[src/rtl/flp_align_seq.sv]
// Multi-cycle right-shift-and-jam aligner: shifts a mantissa by up to STEP bits
// per cycle, ORing every bit shifted out into the result LSB (sticky).
module flp_align_seq #(
  parameter int WIDTH = 32,
  parameter int SHW   = 8,
  parameter int STEP  = 4
) (
  input  logic             clk,
  input  logic             rst,
  input  logic             in_valid,
  output logic             in_rdy,
  input  logic [WIDTH-1:0] in_mant,
  input  logic [SHW-1:0]   in_shamt,
  output logic             out_valid,
  input  logic             out_rdy,
  output logic [WIDTH-1:0] out_mant,
  output logic             busy
);

  localparam int RW = $clog2(WIDTH);

  // Handshake: a transfer happens on a rising edge where valid & ready are both
  // high; valid is held with stable data until then, ready may depend on the
  // consumer's ready (in_rdy follows out_rdy combinationally in DONE).

  typedef enum logic [1:0] {IDLE, SHIFT, DONE} state_t;

  state_t           state, state_nx;
  logic [WIDTH-1:0] data, data_nx;
  logic [RW-1:0]    rem, rem_nx;
  logic [RW-1:0]    rem_in;
  logic [RW-1:0]    step_s;
  logic [WIDTH-1:0] ones;
  logic [WIDTH-1:0] jam_mask;
  logic [WIDTH-1:0] shifted;
  logic [WIDTH-1:0] data_step;
  logic             accept;

  assign in_rdy    = (state == IDLE) | ((state == DONE) & out_rdy);
  assign accept    = in_valid & in_rdy;
  assign out_valid = (state == DONE);
  assign out_mant  = out_valid ? data : '0;
  assign busy      = (state != IDLE);

  // Shifting by WIDTH-1 already jams everything but the MSB into bit 0, so any
  // larger amount gives the same result.
  always_comb begin
    if (in_shamt >= SHW'(WIDTH - 1)) rem_in = RW'(WIDTH - 1);
    else                             rem_in = RW'(in_shamt);
  end

  assign step_s    = (rem > RW'(STEP)) ? RW'(STEP) : rem;
  assign ones      = '1;
  assign jam_mask  = ~((ones << step_s) << 1);
  assign shifted   = data >> step_s;
  assign data_step = {shifted[WIDTH-1:1], |(data & jam_mask)};

  always_comb begin
    state_nx = state;
    data_nx  = data;
    rem_nx   = rem;
    case (state)
      IDLE: ;
      SHIFT: begin
        data_nx = data_step;
        rem_nx  = rem - step_s;
        if (rem == step_s) state_nx = DONE;
      end
      DONE: if (out_rdy) state_nx = IDLE;
      default: state_nx = IDLE;
    endcase
    // A new operand overrides the IDLE/DONE decision above.
    if (accept) begin
      data_nx  = in_mant;
      rem_nx   = rem_in;
      state_nx = (rem_in == '0) ? DONE : SHIFT;
    end
  end

  always_ff @(posedge clk or posedge rst) begin
    if (rst) begin
      state <= IDLE;
      data  <= '0;
      rem   <= '0;
    end else begin
      state <= state_nx;
      data  <= data_nx;
      rem   <= rem_nx;
    end
  end

endmodule

[config.mk]
export PLATFORM = sky130hd
export DESIGN_NAME = flp_align_seq
export DESIGN_NICKNAME = d
export VERILOG_FILES = /design/src/rtl/flp_align_seq.sv
export SDC_FILE = /design/constraint.sdc
export NUM_CORES = 1
export LEC_CHECK = 0
export ABC_AREA = 1
export CAP_MARGIN = 15
export CORE_UTILIZATION = 55
export DETAILED_ROUTE_END_ITERATION = 6
export PLACE_DENSITY_LB_ADDON = 0.25
export SLEW_MARGIN = 0
export SYNTH_ARGS = -nofsm -noshare
export SYNTH_HDL_FRONTEND = slang
export SYNTH_SLANG_ARGS = --single-unit
[constraint.sdc]
create_clock -name clk -period 4.6 [get_ports clk]
set_clock_uncertainty 0.1 [all_clocks]
set_input_delay 1.15 -clock clk [delete_from_list [all_inputs] [get_ports clk]]
set_output_delay 1.15 -clock clk [all_outputs]
set_load 0.05 [all_outputs]
==> metrics.md <==
| Metric | Value |
|---|---|
| Status | finished, violations left |
| Failing checks | design-rule violations |
| Endpoint class of the critical path | primary output |
| WS Path Type | in2out |
| Largest net degree at the start of global routing | 37 |
| DP Worst Slack | 0.707 ns |
| Initial antenna violation count | 0 |
| Core Area | between 6000 and 7000 sq um |
| Critical Path End | in_rdy |
| Gr usage total | around a third |
| CP max stage delay | around 0.80 ns |
| Max-slew headroom | roughly 44% |
| Mean Syn Cell Area | between 5 and 6 sq um |
| Clock sink total | 39 |
| Final #Nets | between 600 and 700 |
| Reg2reg start | rem[3] |
| Critical path depth in cells | 6 |
| Die ar. | 6660 sq um |
| Average wire per standard cell | 13.8 um |
| Sequential fraction of the synthesis area | 28.0% |
| Drt pass-1 iters | 7 |
| Total congestion overflow | 0 |
| Routability Congestion | a little over 0.9 |
| Initial drt markers | 450 |
| Hold_ws | approximately 0.48 ns |
| Worst path bufs/invs | 4 |
| Crit path time final | 3.89 ns |
| Clk pin slew, worst setup/hold paths | 0.09 ns |
| Slowest CP cell | clkdlybuf4s50_1 |
| N_diodes | 0 |
| CTS tree | built |
| CP max FO | 2 |
| First-pass GRT wire length | 16.5 mm |
| R2r setup slk | 1.57 ns |
| Vias in the first global route | about 3.7k |
| Starting Density | about 58% |
| Yosys warnings | 0 |
| Post-CTS Resized | 0 |
| Hold Vio Cnt, Final | 0 |
| Setup WS post-layout | around 0.7 ns |
| Flip-flop and latch count after synthesis | 39 |
| Worst slew pin tran | 0.833 ns |
| Multi-input logic area | roughly 1900 sq um |
| DP Wirelength | roughly 6.9 mm |
| HP Class | reg2reg |
| Start point of the critical path | out_rdy |
| Via count | 4159 |
| Hold buffers post-CTS | 0 |
| Crit-path cells | clkdlybuf4s50_1 > inv_1 > nand2_1 > inv_1 > nor2_1 > clkdlybuf4s50_1 |
| Crit path arrival time | roughly 2.6 ns |
| Area growth syn-to-layout | 24.7% |
| Mapped Area | about 3500 sq um |
| Htree depth | 2 |
| Synth Instances | 598 |
| Chip width | a little over 80 um |
| Pwr per Cell Area | 751 nW/um^2 |
| Fill count | between 500 and 600 |
| Worst-Skew Late Latency | roughly 0.30 ns |
| Post-Route WL | roughly 10 mm |
| Fmax | approximately 260 MHz |
| Final Cycle Share | between 80% and 90% |
| Synthesized net count | around 640 |
| Cell family with the largest share of critical-path delay | buffers and inverters |
| Worst r2r dst | data[4] |
| # Max-Cap Violations | 0 |
| IO Count | a little under 80 |
| Slew Limit Fails | 0 |
| Critical Path Start Type | input port |
| Unrepaired setup endpoints after global routing | false |
| Drc violations | 9 |
| Leakage | around 2.3 nW |
| Die Ht | 81.6 um |
| Cell depth of the worst flop-to-flop path | 8 |
| Placed cell count | roughly 720 |
| Share of layout cells above drive strength 1 | roughly 3.7% |
| Routed Antenna Nets | 0 |
| Setup_tns | 0 ns |
| CTS buffer count | 5 |
| Worst hold path startpoint | data[31] |
| Final setup viols | 0 |
| Number of vias per cell | roughly 5.7 |
| Peak supply drop | 0.000598 V |
| # Post-CTS Setup Buffers | 0 |
| Utilization after layout | around 70% |
| Reg area | a little under 1000 sq um |
| Yosys cell types | 25 |
| # port buffers | between 70 and 80 |
| WP data required | 3.35 ns |
| CTS Buffer Depth | 2 |
| Finished Layout Cells | 730 |
| Row cnt | 28 |
| Clk root buf | clkbuf_8 |
==> tightest hold or removal path, cell delays in order (launching register included) <==
cell	delay, ns
dfrtp_1	0.40
nand2_1	0.07
o211ai_1	0.08
==> cells by family after synthesis <==
kind of cell               count (synthesis)  share of synthesized area, %
and+or+nand+nor                          388                          50.3
buffers and inverters                    138                          16.1
DFF                                       39                          28.0
AOI/OAI and AO/OA                         31                          5.06
adders and majority gates                  1                         0.359
other                                      1                         0.108
==> report_power, final <==
group          switching, mW  leakage (nW)  internal (mW)
clock network          0.135        0.0612          0.176
registers              0.161         0.449          0.530
logic                   1.56          1.77          0.699
==> stage by stage <==
stage / area (sq um) / total power, mW
2_1_floorplan: 3480 / 2.38
3_3_place_gp: 4230 / 2.86
3_5_place_dp: 4230 / 2.91
4_1_cts: 4350 / 3.22
5_1_grt: 4350 / 3.57
6_report: 4350 / 3.27
==> final cells by class <==
type / instances / share of cell area, %
well taps: 75 / 2.16
inverters: 103 / 8.89
clock inverters: 2 / 0.806
flip-flops and latches: 39 / 22.5
multi-input cells: 421 / 44.8
repair buffers: 84 / 19.0
clock buffers: 6 / 1.90
==> per-layer routing <==
metal	global-route usage, %	up-vias	share of wire (%)
met3	5.78	34	9.3
met2	51.9	243	47
met4	14.2	0	2.7
met1	40.6	1848	41
li1	-	2034	-
met5	0	-	0
==> cell usage after synthesis (all sizes together) <==
cell type | n | share of area, %
nand2 | 160 | 17
nand3 | 142 | 21
inv | 100 | 11
nor2 | 49 | 5.5
dfrtp | 39 | 28
nand4 | 36 | 6.5
buf | 26 | 4.1
o21ai | 14 | 2.0
a21oi | 9 | 1.3
clkbuf | 9 | 0.97
o211ai | 4 | 0.86
clkinv | 3 | 0.32
o221ai | 2 | 0.50
a22oi | 1 | 0.22
conb | 1 | 0.11
ha | 1 | 0.36
o22ai | 1 | 0.18
or2 | 1 | 0.18
==> cell usage in the layout, fill, tap and decap left out, types with 2 or more instances in the layout <==
master           count
o221ai_1             2
nand2_1            159
buf_4                6
nand3_1            140
o211ai_1             4
inv_1               95
nand4_1             36
clkinv_1             3
clkdlybuf4s50_1     78
a21oi_1              9
nor2_1              48
dfrtp_1             39
clkbuf_8             6
o21ai_0             14
inv_2                5
==> how the worst min path moves through the flow <==
stage	cells after the start	endpoint	slack [ns]
final	2	data[31]	0.48
after global routing	2	data[31]	0.50
after CTS	2	data[31]	0.48
after detailed placement	2	data[31]	0.46
after global placement	2	data[31]	0.45
after floorplan	2	data[31]	0.42
==> state kept, by name (all words and copies together), names as in the netlist <==
| name | cells |
|---|---|
| data | 32 |
| rem | 5 |
| state | 2 |
Note: power is estimated with default switching activity, not from simulation.
